==> src/rtl/apb_regfile_pkg.sv <==
// Shared types and helpers for the APB register-file completer.
package apb_regfile_pkg;

  // Widest register the strobe merge supports; callers zero-extend and truncate.
  localparam int MERGE_W = 256;

  typedef enum logic [1:0] {
    IDLE,
    WAIT,
    READY
  } state_e;

  typedef enum logic [2:0] {
    ERR_NONE,
    ERR_ALIGN,
    ERR_RANGE,
    ERR_RO,
    ERR_PROT
  } err_e;

  function automatic logic [MERGE_W-1:0] strb_merge(
    input logic [MERGE_W-1:0]   old_d,
    input logic [MERGE_W-1:0]   new_d,
    input logic [MERGE_W/8-1:0] strb
  );
    logic [MERGE_W-1:0] res;
    res = old_d;
    for (int k = 0; k < MERGE_W/8; k++) begin
      if (strb[k]) res[k*8 +: 8] = new_d[k*8 +: 8];
    end
    return res;
  endfunction

endpackage

==> src/rtl/apb_regfile_decode.sv <==
// Combinational address/protection decode: register index plus a single error flag.
module apb_regfile_decode
  import apb_regfile_pkg::*;
#(
  parameter int G_REGWIDTH    = 32,
  parameter int G_ADDR_WIDTH  = 32,
  parameter int G_NUM_REGS    = 16,
  parameter int G_SECURE_ONLY = 0
) (
  input  logic [G_ADDR_WIDTH-1:0]       paddr,
  input  logic                          pwrite,
  input  logic [2:0]                    pprot,
  output logic [$clog2(G_NUM_REGS)-1:0] index,
  output logic                          err
);

  localparam int B     = $clog2(G_REGWIDTH/8);
  localparam int IDX_W = $clog2(G_NUM_REGS);
  localparam logic [G_ADDR_WIDTH-1:0] ALIGN_MASK = G_ADDR_WIDTH'(G_REGWIDTH/8 - 1);

  err_e cause;
  logic unused_prot;

  assign index       = paddr[B +: IDX_W];
  assign unused_prot = pprot[0] ^ pprot[2];

  // First matching cause wins; only "any error" leaves this block.
  always_comb begin
    cause = ERR_NONE;
    if ((paddr & ALIGN_MASK) != '0)
      cause = ERR_ALIGN;
    else if ((paddr >> (B + IDX_W)) != '0)
      cause = ERR_RANGE;
    else if (pwrite && (index == '0))
      cause = ERR_RO;
    else if ((G_SECURE_ONLY != 0) && pprot[1])
      cause = ERR_PROT;
  end

  assign err = (cause != ERR_NONE);

endmodule

==> src/rtl/apb_regfile_slave.sv <==
// APB completer backed by a small register bank with strobes, wait states and slverr.
module apb_regfile_slave
  import apb_regfile_pkg::*;
#(
  parameter int G_REGWIDTH    = 32,
  parameter int G_ADDR_WIDTH  = 32,
  parameter int G_NUM_REGS    = 16,
  parameter int G_WAIT_STATES = 0,
  parameter logic [G_REGWIDTH-1:0] G_ID_VALUE = 32'hA5B0_0001,
  parameter int G_SECURE_ONLY = 0
) (
  input  logic                             clk,
  input  logic                             rst,
  input  logic                             s_apb_psel,
  input  logic                             s_apb_penable,
  input  logic                             s_apb_pwrite,
  input  logic [2:0]                       s_apb_pprot,
  input  logic [G_ADDR_WIDTH-1:0]          s_apb_paddr,
  input  logic [G_REGWIDTH-1:0]            s_apb_pwdata,
  input  logic [G_REGWIDTH/8-1:0]          s_apb_pstrb,
  output logic                             s_apb_pready,
  output logic [G_REGWIDTH-1:0]            s_apb_prdata,
  output logic                             s_apb_pslverr,
  output logic [G_NUM_REGS*G_REGWIDTH-1:0] regs_o,
  output logic [G_NUM_REGS-1:0]            wr_pulse_o
);

  localparam int IDX_W = $clog2(G_NUM_REGS);

  state_e                 state_q, state_d;
  logic [3:0]             cnt_q, cnt_d;
  logic [IDX_W-1:0]       idx_q, dec_idx, cur_idx;
  logic                   err_q, dec_err, cur_err;
  logic                   wr_q, cur_wr;
  logic                   setup, commit, to_ready;
  logic [G_REGWIDTH-1:0]  regs_q [G_NUM_REGS];
  logic [G_REGWIDTH-1:0]  rd_val, wr_val;
  logic                   pready_q, pslverr_q;
  logic [G_REGWIDTH-1:0]  prdata_q;
  logic [G_NUM_REGS-1:0]  pulse_q;

  apb_regfile_decode #(
    .G_REGWIDTH   (G_REGWIDTH),
    .G_ADDR_WIDTH (G_ADDR_WIDTH),
    .G_NUM_REGS   (G_NUM_REGS),
    .G_SECURE_ONLY(G_SECURE_ONLY)
  ) u_decode (
    .paddr (s_apb_paddr),
    .pwrite(s_apb_pwrite),
    .pprot (s_apb_pprot),
    .index (dec_idx),
    .err   (dec_err)
  );

  assign setup = s_apb_psel && !s_apb_penable;

  // With zero wait states IDLE goes straight to READY, so use the live decode.
  assign cur_idx = (state_q == IDLE) ? dec_idx      : idx_q;
  assign cur_err = (state_q == IDLE) ? dec_err      : err_q;
  assign cur_wr  = (state_q == IDLE) ? s_apb_pwrite : wr_q;

  assign rd_val   = (cur_idx == '0) ? G_ID_VALUE : regs_q[cur_idx];
  assign wr_val   = G_REGWIDTH'(strb_merge(MERGE_W'(regs_q[idx_q]), MERGE_W'(s_apb_pwdata),
                                           (MERGE_W/8)'(s_apb_pstrb)));
  assign commit   = (state_q == READY) && s_apb_psel && s_apb_penable && wr_q && !err_q;
  assign to_ready = (state_d == READY);

  always_ff @(posedge clk or negedge rst) begin
    if (!rst) begin
      state_q <= IDLE;
      cnt_q   <= '0;
    end else begin
      state_q <= state_d;
      cnt_q   <= cnt_d;
    end
  end

  always_comb begin
    state_d = state_q;
    cnt_d   = cnt_q;
    case (state_q)
      IDLE: begin
        if (setup) begin
          cnt_d   = 4'(G_WAIT_STATES);
          state_d = (G_WAIT_STATES == 0) ? READY : WAIT;
        end
      end
      WAIT: begin
        if (!s_apb_psel) begin
          state_d = IDLE;
          cnt_d   = '0;
        end else if (cnt_q <= 4'd1) begin
          state_d = READY;
          cnt_d   = '0;
        end else begin
          cnt_d = cnt_q - 4'd1;
        end
      end
      READY:   state_d = IDLE;
      default: state_d = IDLE;
    endcase
  end

  // Transfer attributes captured at setup, held through WAIT/READY.
  always_ff @(posedge clk or negedge rst) begin
    if (!rst) begin
      idx_q <= '0;
      err_q <= 1'b0;
      wr_q  <= 1'b0;
    end else if ((state_q == IDLE) && setup) begin
      idx_q <= dec_idx;
      err_q <= dec_err;
      wr_q  <= s_apb_pwrite;
    end
  end

  always_ff @(posedge clk or negedge rst) begin
    if (!rst) begin
      for (int i = 0; i < G_NUM_REGS; i++) regs_q[i] <= '0;
    end else if (commit) begin
      regs_q[idx_q] <= wr_val;
    end
  end

  // Response and pulse outputs are registered so nothing from the bus reaches them combinationally.
  always_ff @(posedge clk or negedge rst) begin
    if (!rst) begin
      pready_q  <= 1'b0;
      pslverr_q <= 1'b0;
      prdata_q  <= '0;
      pulse_q   <= '0;
    end else begin
      pready_q  <= to_ready;
      pslverr_q <= to_ready && cur_err;
      prdata_q  <= (to_ready && !cur_err && !cur_wr) ? rd_val : '0;
      pulse_q   <= '0;
      if (commit) pulse_q[idx_q] <= 1'b1;
    end
  end

  assign s_apb_pready  = pready_q;
  assign s_apb_pslverr = pslverr_q;
  assign s_apb_prdata  = prdata_q;
  assign wr_pulse_o    = pulse_q;

  for (genvar i = 0; i < G_NUM_REGS; i++) begin : g_export
    assign regs_o[i*G_REGWIDTH +: G_REGWIDTH] = (i == 0) ? G_ID_VALUE : regs_q[i];
  end

endmodule

==> config.mk <==
export PLATFORM = sky130hd
export DESIGN_NAME = apb_regfile_slave
export DESIGN_NICKNAME = d
export VERILOG_FILES = /design/src/rtl/apb_regfile_pkg.sv /design/src/rtl/apb_regfile_decode.sv /design/src/rtl/apb_regfile_slave.sv
export SDC_FILE = /design/constraint.sdc
export NUM_CORES = 1
export LEC_CHECK = 0
export BUFFER_PORTS_ARGS = -buffer_cell sky130_fd_sc_hd__buf_2
export CORE_MARGIN = 5
export CORE_UTILIZATION = 45
export CTS_CLUSTER_DIAMETER = 150
export DETAILED_ROUTE_END_ITERATION = 6
export PLACE_DENSITY = 0.71
export SYNTH_ARGS = -nofsm -noshare
export SYNTH_HDL_FRONTEND = slang
export SYNTH_SLANG_ARGS = --single-unit
==> constraint.sdc <==
create_clock -name clk -period 2.2 [get_ports clk]
set_input_delay 0.11 -clock clk [delete_from_list [all_inputs] [get_ports clk]]
set_output_delay 0.11 -clock clk [all_outputs]
set_load 0.01 [all_outputs]
# == Word level (Yosys, flattened, before mapping) ==
# Cells that the tools add are included.
# W data, S select, Z words.
# classes
multipliers,0
n_lt_le_gt_ge,6
n_eq_ne,4
div_mod_pow,0
n_bitwise,2
n_reduce_logical,24
n_shift,0
add_sub_neg,1
n_mux,32
# ops
cell,n
$bwmux W512,1
$bmux W32 S4,2
$mux W32,7
$demux W32 S4,1
$reduce_bool A32 Y1,2
$mux W8,4
$mux W16,1
$mux W4,4
$logic_and A1 B1 Y1,12
$ge A5 B5 Y1 const B,2
$not A4 Y5,2
$logic_not A4 Y1,2
$mux W2,4
$pmux W4 S2,1
$mux W3,2
$lt A4 B5 Y1 const B,1
$lt A5 B1 Y1 const B,1
$demux W1 S4,1
$eq A2 B2 Y1 const B,2
$ge A4 B1 Y1 const B,1
$le A4 B1 Y1 const B,1
$logic_not A1 Y1,4
$pmux W2 S2,1
$sub A4 B1 Y4 const B,1
other kinds (7),9
# word_totals
ram_bits,0
word_cells,94
mem_count,0
output_inout_bits,562
latch_bits,0
input_bits,76
register_bits,574
rom_bits,0

# == Depth between registers and ports, before layout ==
# Gate-level depths: netlist of run 1.
# depth
depth_word,11
mapped_depth,11
mapped_depth_nobuf,7

# == Hierarchy ==
# A second synthesis of run 1 with hierarchy kept.
# hier_totals
hier_cells,3324
area_unflattened_um2,33377.0
# by_module_without_submodules
mod,area_each_um2,seq_area_each_um2,instances,cells_each
apb_regfile_slave,33248.1,14363.8,1,3308
apb_regfile_decode,128.9,0.0,1,16

# == Least setup slack after synthesis of run 1 ==
# Ideal clock, no wire load.
# synth_timing
path_type,register -> register
start,register idx_q[1]
end,register regs_q (netlist bit regs_o[65])
path_buffers,3
arrival_time_ns,2.272
slack_ns,-0.209
stages_incl_launch_ff,8
synth_period_minus_slack_ns,2.409
setup_ns,0.137
required_time_ns,2.063
path_cell_list,dfrtp_1 -> clkbuf_1 -> clkbuf_1 -> mux4_2 -> mux4_2 -> mux2i_4 -> buf_4 -> a21oi_1
# synth_via
elab_chain_len,6
word_cells_on_any_way,11
classes_between,order compare: 2; mux: 7; bitwise: 1; reduce/logical: 1
# synth_rtl
item,line_no,source
start: declaration,apb_regfile_slave.sv:32,"logic [IDX_W-1:0] idx_q, dec_idx, cur_idx;"
start signal: assignment,apb_regfile_slave.sv:111,idx_q <= dec_idx;
$not A4 Y5 (not written as such) *,"apb_regfile_slave.sv:63, apb_regfile_slave.sv:121",
$ge A5 B5 Y1 (not written as such) (tied with other cells),apb_regfile_slave.sv:121,regs_q[idx_q] <= wr_val;
$logic_and A1 B1 Y1 (not written as such) or $mux W32 (tied branches),"apb_regfile_slave.sv:121, apb_regfile_slave.sv:63",
$mux W32 (on tied branches),"apb_regfile_slave.sv:121, apb_regfile_slave.sv:63",
$demux W32 S4 or $mux W8 (tied branches),"apb_regfile_slave.sv:121, apb_regfile_pkg.sv:29",
$bwmux W512 *,apb_regfile_slave.sv:121,
end signal: indexed assignment,apb_regfile_slave.sv:121,
end: declaration,apb_regfile_slave.sv:36,logic [G_REGWIDTH-1:0] regs_q [G_NUM_REGS];
# Mark *: on every way between the ends. The rest lies on a longest branch, timed or not. The select of a mux whose other input is x is not followed.
# A chain may end at the register's enable or synchronous reset.

# == Worst setup path in the final report of run 1 ==
# layout_timing
start,register idx_q[0]
end,register regs_q (netlist bit regs_o[489])
# Same word-level chain as after synthesis.

==> flow_summary.json, run 1 <==
{
  "status": "complete, but fails checks",
  "violations": "DRC, setup timing",
  "p_int_mw": 19.5,
  "pre_cts_slack_ns": -0.314,
  "dp.final_hpwl_um": 88100,
  "path_cells": "buf_12, buf_12, mux4_2, mux4_2, mux2i_4, buf_6, a21oi_1",
  "start_kind": "flop",
  "final_layout_size_suffix_gt1_frac": 0.371,
  "gp_congestion": 0.923,
  "ys.flop_type": "dfrtp_1",
  "yosys.area.top_type": "dfrtp_1",
  "drv_cap": 0,
  "avgSynthCellArea_um2": 9.66,
  "htree_levels": 3,
  "power_switching_mw": 7.71,
  "initial_core_util": 0.455,
  "wirelength_um": 126000,
  "portBuffers": 602,
  "cp_slowest_stage_delay_ns": 0.52,
  "slew_viol_final": 0,
  "finalClockSkew_ns": 0.0265,
  "grt_pass1_wl_um": 184000,
  "die_h_um": 280,
  "final_cell_mix": "buf_2, dfrtp_1, nor2_1, a21oi_1, nand2_1",
  "worst_pin_slew_ns": 0.654,
  "layout.nets": 3851,
  "die_x_um": 280,
  "combPwrFrac": 0.187,
  "wire_per_inst_um": 26.5,
  "cts_root_buf": "clkbuf_16",
  "setup_viol": 544,
  "track_usage": 0.313,
  "ios": 638,
  "ys_ff_latch": 574,
  "crit_fanout": 16,
  "area_growth_pct": 21.8,
  "rsz0062_at_grt": "yes",
  "hold_violations": 0,
  "ys_types": 49,
  "fillCellCount": 6026,
  "cts.sinks": 574,
  "fin_crit_sh": 1.14,
  "r2r-start": "idx_q[0]$_DFFE_PN0P_",
  "detail-route-antenna-nets": 0,
  "drtPass1Iterations": 7,
  "cts_tree": "yes",
  "grt_max_degree": 62,
  "powerDensity_nw_per_um2": 682,
  "core-area_um2": 71900,
  "grt_pass1_vias": 27600,
  "required_ns": 2.66,
  "cp_data_arrival_time_ns": 2.97,
  "crit_path_start": "idx_q[0]$_DFFE_PN0P_",
  "postLayoutCoreUtil": 0.555,
  "setup_slack_ns": -0.302,
  "p_total_mw": 27.2,
  "clock_power_share": 0.411,
  "drc": 1,
  "ir_drop_mv": 0.577,
  "dieArea_um2": 78200,
  "fp-row-count": 98,
  "synth_area_leaders": "dfrtp_1, buf_4, mux4_2",
  "fmax_mhz": 400,
  "overflow": 0,
  "layout_commonest_cell": "buf_2",
  "synth-edff-count": 0,
  "num_vias": 28900,
  "yosysSeqAreaShare": 0.439,
  "path_clk_slew_ns": 0.07,
  "slew_headroom": 0.564,
  "slowest_stage": "mux4_2",
  "clk_latency_ns": 0.62,
  "netlist.area_leader.share": 0.439,
  "p_leak_nw": 19.3,
  "syn-instance-count": 3387,
  "antenna_found_initial": 1,
  "cts_max_path_buffers": 3,
  "drtIter0Drc": 3741,
  "synth-warning-count": 0,
  "seq_power_share": 0.402,
  "swShare": 0.283,
  "path_class": "flop to flop",
  "syn_area_um2": 32700,
  "hold_path_class": "primary input to asynchronous set/reset pin",
  "synthArstFlopShare": 1.00,
  "viasPerCell": 6.05,
  "endpoint_kind": "flop",
  "fin_crit_ns": 2.50,
  "n_antenna_cell": 0,
  "numCtsBuffers": 66
}
## cell usage after synthesis (25+ instances only)
library cell and number:
nor3_1 27, buf_4 549, clkbuf_1 156, buf_2 36
nor2_1 506, mux2i_1 59, nand2_1 389, a31oi_1 26
nand4_1 25, buf_1 25, a21oi_1 469, nand3_1 142
mux4_2 169, dfrtp_1 574, mux2i_4 32, o21ai_0 68
## state kept, by name, indices dropped and copies added (netlist names)
register,cells
idx_q,4
s_apb_pready,1
err_q,1
state_q,2
s_apb_prdata,32
wr_q,1
regs_q,32
wr_pulse_o,16
cnt_q,4
s_apb_pslverr,1
regs_o,480
## logic make-up (layout without fill, tap and decap cells)
kind of cell / Yosys count / in the layout / synth area share
buffers and inverters: 785 / 1190 / 0.157
AOI/OAI and AO/OA: 631 / 632 / 0.104
muxes: 265 / 265 / 0.158
DFF: 574 / 574 / 0.439
and+or+nand+nor: 1128 / 1128 / 0.141
adders and majority gates: 2 / 2 / 0.000765
other: 2 / 32 / 0.000230
## metal layers
metal	GRT usage	part of all wire	vias up
met3	0.0810	0.12	537
met5	0	0.000087	-
li1	-	-	12000
met4	0.175	0.071	2
met1	0.404	0.35	14000
met2	0.482	0.45	2326
## per-stage QoR
stage / area, µm² / instances / hold WS [ns] / setup TNS, ns
CTS: 39700 / 4767 / 0.00372 / -104.17
global route: 39900 / 4773 / 0.0410 / -138.41
detailed placement: 36300 / 4569 / 0.0873 / -106.66
floorplan: 33100 / 3417 / -0.186 / -32.13
finish: 39900 / 4773 / 0.0426 / -115.08
global placement: 36300 / 4569 / 0.0885 / -86.04
## worst max-delay path: cells and delay by family (launching register included)
family | cells | cell delay [ns]
multiplexers | 3 | 1.25
AO/OA/AOI/OAI | 1 | 0.07
buffers and inverters | 3 | 0.54
flip-flops | 1 | 0.46
## final timing paths
path | end | slack [ns] | cells past startpoint
setup / recovery | regs_o[489]$_DFFE_PN0P_ | -0.30 | 7
hold / removal | regs_o[376]$_DFFE_PN0P_ | 0.04 | 2
setup reg to reg | regs_o[489]$_DFFE_PN0P_ | -0.30 | 7
hold reg to reg | regs_q[509]$_DFFE_PN0P_ | 0.49 | 2
max in group asynchronous | regs_o[261]$_DFFE_PN0P_ | 1.25 | 3
min in group clk | regs_o[137]$_DFFE_PN0P_ | 0.05 | 4
## power by group through the flow
stage                     Clock (mW)  Sequential [mW]  Combinational, mW
after CTS                       11.2             10.9               4.93
after floorplan                    0             11.0               2.73
after global routing            11.7             10.9               5.33
after detailed placement           0             11.1               4.53
final                           11.2             10.9               5.08
after global placement             0             11.1               4.47
## repair_timing
item,in CTS,in global routing
cloned,9,1
buffers inserted,32,5
endpoints found under the setup margin,544,547
hold endpoints to repair,525,0
hold buffers,40,0
gates resized for setup,78,40
pin swaps,19,8
## area by class of cell
type                       instances  area [µm²]  area share
inverter                           9        33.8    0.000847
clock buffer                      87        1810      0.0454
sequential                       574       14400       0.361
tap                              950        1190      0.0298
clock inverter                    31         352     0.00882
multi-input combinational       2059       13800       0.345
timing repair buffer            1063        8340       0.209
Note: power is estimated with default switching activity, not from simulation.
==> run 2, diff against run 1 <==
clock period = 2.3 ns   (was 2.2 ns; I/O delays follow)
==> flow_summary.json, run 2 (synthesis gave the netlist of run 1 again) <==
{
  "drtIter0Drc": 4272,
  "clk_latency_ns": 0.61,
  "finalClockSkew_ns": 0.0321,
  "start_kind": "flop",
  "portBuffers": 602,
  "seq_power_share": 0.393,
  "grt_pass1_vias": 27400,
  "final_cell_mix": "buf_2, dfrtp_1, nor2_1, a21oi_1, nand2_1",
  "num_vias": 28300,
  "ir_drop_mv": 0.588,
  "cts_root_buf": "clkbuf_16",
  "r2r-start": "idx_q[0]$_DFFE_PN0P_",
  "initial_core_util": 0.455,
  "track_usage": 0.309,
  "min_path_cells": 5,
  "violations": "DRC, setup timing",
  "dp.final_hpwl_um": 87100,
  "setup_tns_ns": -69.43,
  "r2r-end": "regs_q[507]$_DFFE_PN0P_",
  "p_leak_nw": 18.8,
  "slew_viol_final": 0,
  "area_growth_pct": 19.7,
  "layout.nets": 3757,
  "holdPathEnd": "err_q$_DFFE_PN0P_",
  "p_int_mw": 19.3,
  "hold_violations": 0,
  "required_ns": 2.76,
  "cts.sinks": 574,
  "rrSetupSlack_ns": -0.21,
  "fin_crit_sh": 1.09,
  "path_class": "flop to flop",
  "numCtsBuffers": 67,
  "fin_crit_ns": 2.51,
  "cts_max_path_buffers": 3,
  "path_clk_slew_ns": 0.07,
  "combPwrFrac": 0.175,
  "grt_max_degree": 66,
  "ios": 638,
  "regArea_um2": 14400,
  "detail-route-antenna-nets": 0,
  "antenna_found_initial": 0,
  "drv_cap": 0,
  "setup_viol": 544,
  "core-area_um2": 71900,
  "multiInputGateArea_um2": 13700,
  "status": "complete, but fails checks",
  "viasPerCell": 6.05,
  "die_x_um": 280,
  "reg2reg_depth": 7,
  "rsz0062_at_grt": "yes",
  "setup_slack_ns": -0.214,
  "power_switching_mw": 7.29,
  "overflow": 0,
  "clock_power_share": 0.432,
  "die_h_um": 280,
  "drc": 17,
  "htree_levels": 3,
  "worst_pin_slew_ns": 0.718,
  "dieArea_um2": 78200,
  "fillCellCount": 6059,
  "endpoint_kind": "flop",
  "powerDensity_nw_per_um2": 680,
  "gp_congestion": 0.941,
  "final_layout_size_suffix_gt1_frac": 0.352,
  "hold_path_class": "primary input to flop",
  "cp_data_arrival_time_ns": 2.97,
  "fp-row-count": 98,
  "wirelength_um": 125000,
  "grt_pass1_wl_um": 183000,
  "swShare": 0.274,
  "layout_commonest_cell": "buf_2",
  "drtPass1Iterations": 7,
  "cts_tree": "yes",
  "postLayoutCoreUtil": 0.545,
  "crit_path_start": "idx_q[0]$_DFFE_PN0P_",
  "crit_fanout": 16,
  "largest_register_ffs": 480,
  "slew_headroom": 0.522,
  "wire_per_inst_um": 26.8,
  "fmax_mhz": 398,
  "min_from": "s_apb_paddr[29]"
}
[run 2: changes by cell type in the layout (fill, tap and decap cells not counted), moves of 4 or more]
cell,previous run,this run
buf_4,270,194
a21oi_1,451,465
a21oi_2,18,4
buf_6,26,13
clkbuf_1,13,6
o21ai_0,40,47
clkbuf_8,8,14
o21ai_1,24,18
bufinv_16,5,10
buf_12,109,105
nor3_1,21,17
nor3_2,6,10
[run 2: worst max path at each step]
stage / endpoint / depth (start not counted) / slack, ns
4_1_cts: regs_o[132]$_DFFE_PN0P_ / 7 / -0.18
2_1_floorplan: regs_o[166]$_DFFE_PN0P_ / 7 / -0.01
5_1_grt: regs_o[60]$_DFFE_PN0P_ / 7 / -0.23
3_3_place_gp: s_apb_prdata[12]$_DFF_PN0_ / 8 / -0.32
3_5_place_dp: s_apb_prdata[12]$_DFF_PN0_ / 8 / -0.31
6_report: regs_q[507]$_DFFE_PN0P_ / 7 / -0.21
[run 2: power by group through the flow]
stage | Sequential (mW) | Combinational [mW] | Clock [mW]
2_1_floorplan | 10.6 | 2.60 | 0
3_3_place_gp | 10.6 | 4.24 | 0
3_5_place_dp | 10.6 | 4.30 | 0
4_1_cts | 10.5 | 4.54 | 11.6
5_1_grt | 10.5 | 4.89 | 12.0
6_report | 10.5 | 4.66 | 11.5
[run 2: repair_timing]
action | CTS | global route
setup endpoints to repair | 545 | 544
buffers inserted | 17 | 2
hold endpoints to repair | 673 | 0
resized for setup | 59 | 23
hold buffers | 40 | 0
cloned | 6 | 1
pin swaps | 13 | 4
[run 2: layer usage]
metal,routed length [µm],GRT usage,part of all wire,vias to the layer above
li1,-,-,-,11800
met5,0,0,0,-
met2,55900,0.470,0.45,2329
met4,8910,0.179,0.071,0
met3,15700,0.0873,0.13,543
met1,44700,0.399,0.36,13700
[run 2: cell type report]
class                           instances  area share
Sequential cell                       574       0.367
Multi-Input combinational cell       2059       0.349
Timing Repair Buffer                  968       0.192
Clock buffer                           88      0.0490
Tap cell                              950      0.0304
Clock inverter                         30      0.0115
Inverter                                9    0.000863
Antenna cell                            1   0.0000639
[run 2: stage by stage]
stage	cells	cell area, µm²	hold slack [ns]	power (mW)	setup slack (ns)
after CTS	4675	39100	0.000441	26.6	-0.181
after global placement	4495	35800	0.0581	14.9	-0.322
after global routing	4678	39200	0.0334	27.4	-0.231
after detailed placement	4495	35800	0.0589	14.9	-0.314
final	4679	39200	0.0293	26.6	-0.214
after floorplan	3417	33000	-0.181	13.2	-0.0109
[run 2: critical path, stage by stage (launching register included)]
cell	delay [ns]
dfrtp_4	0.45
buf_12	0.19
buf_4	0.18
mux4_2	0.52
mux4_2	0.53
mux2i_4	0.20
buf_12	0.17
o21ai_0	0.10
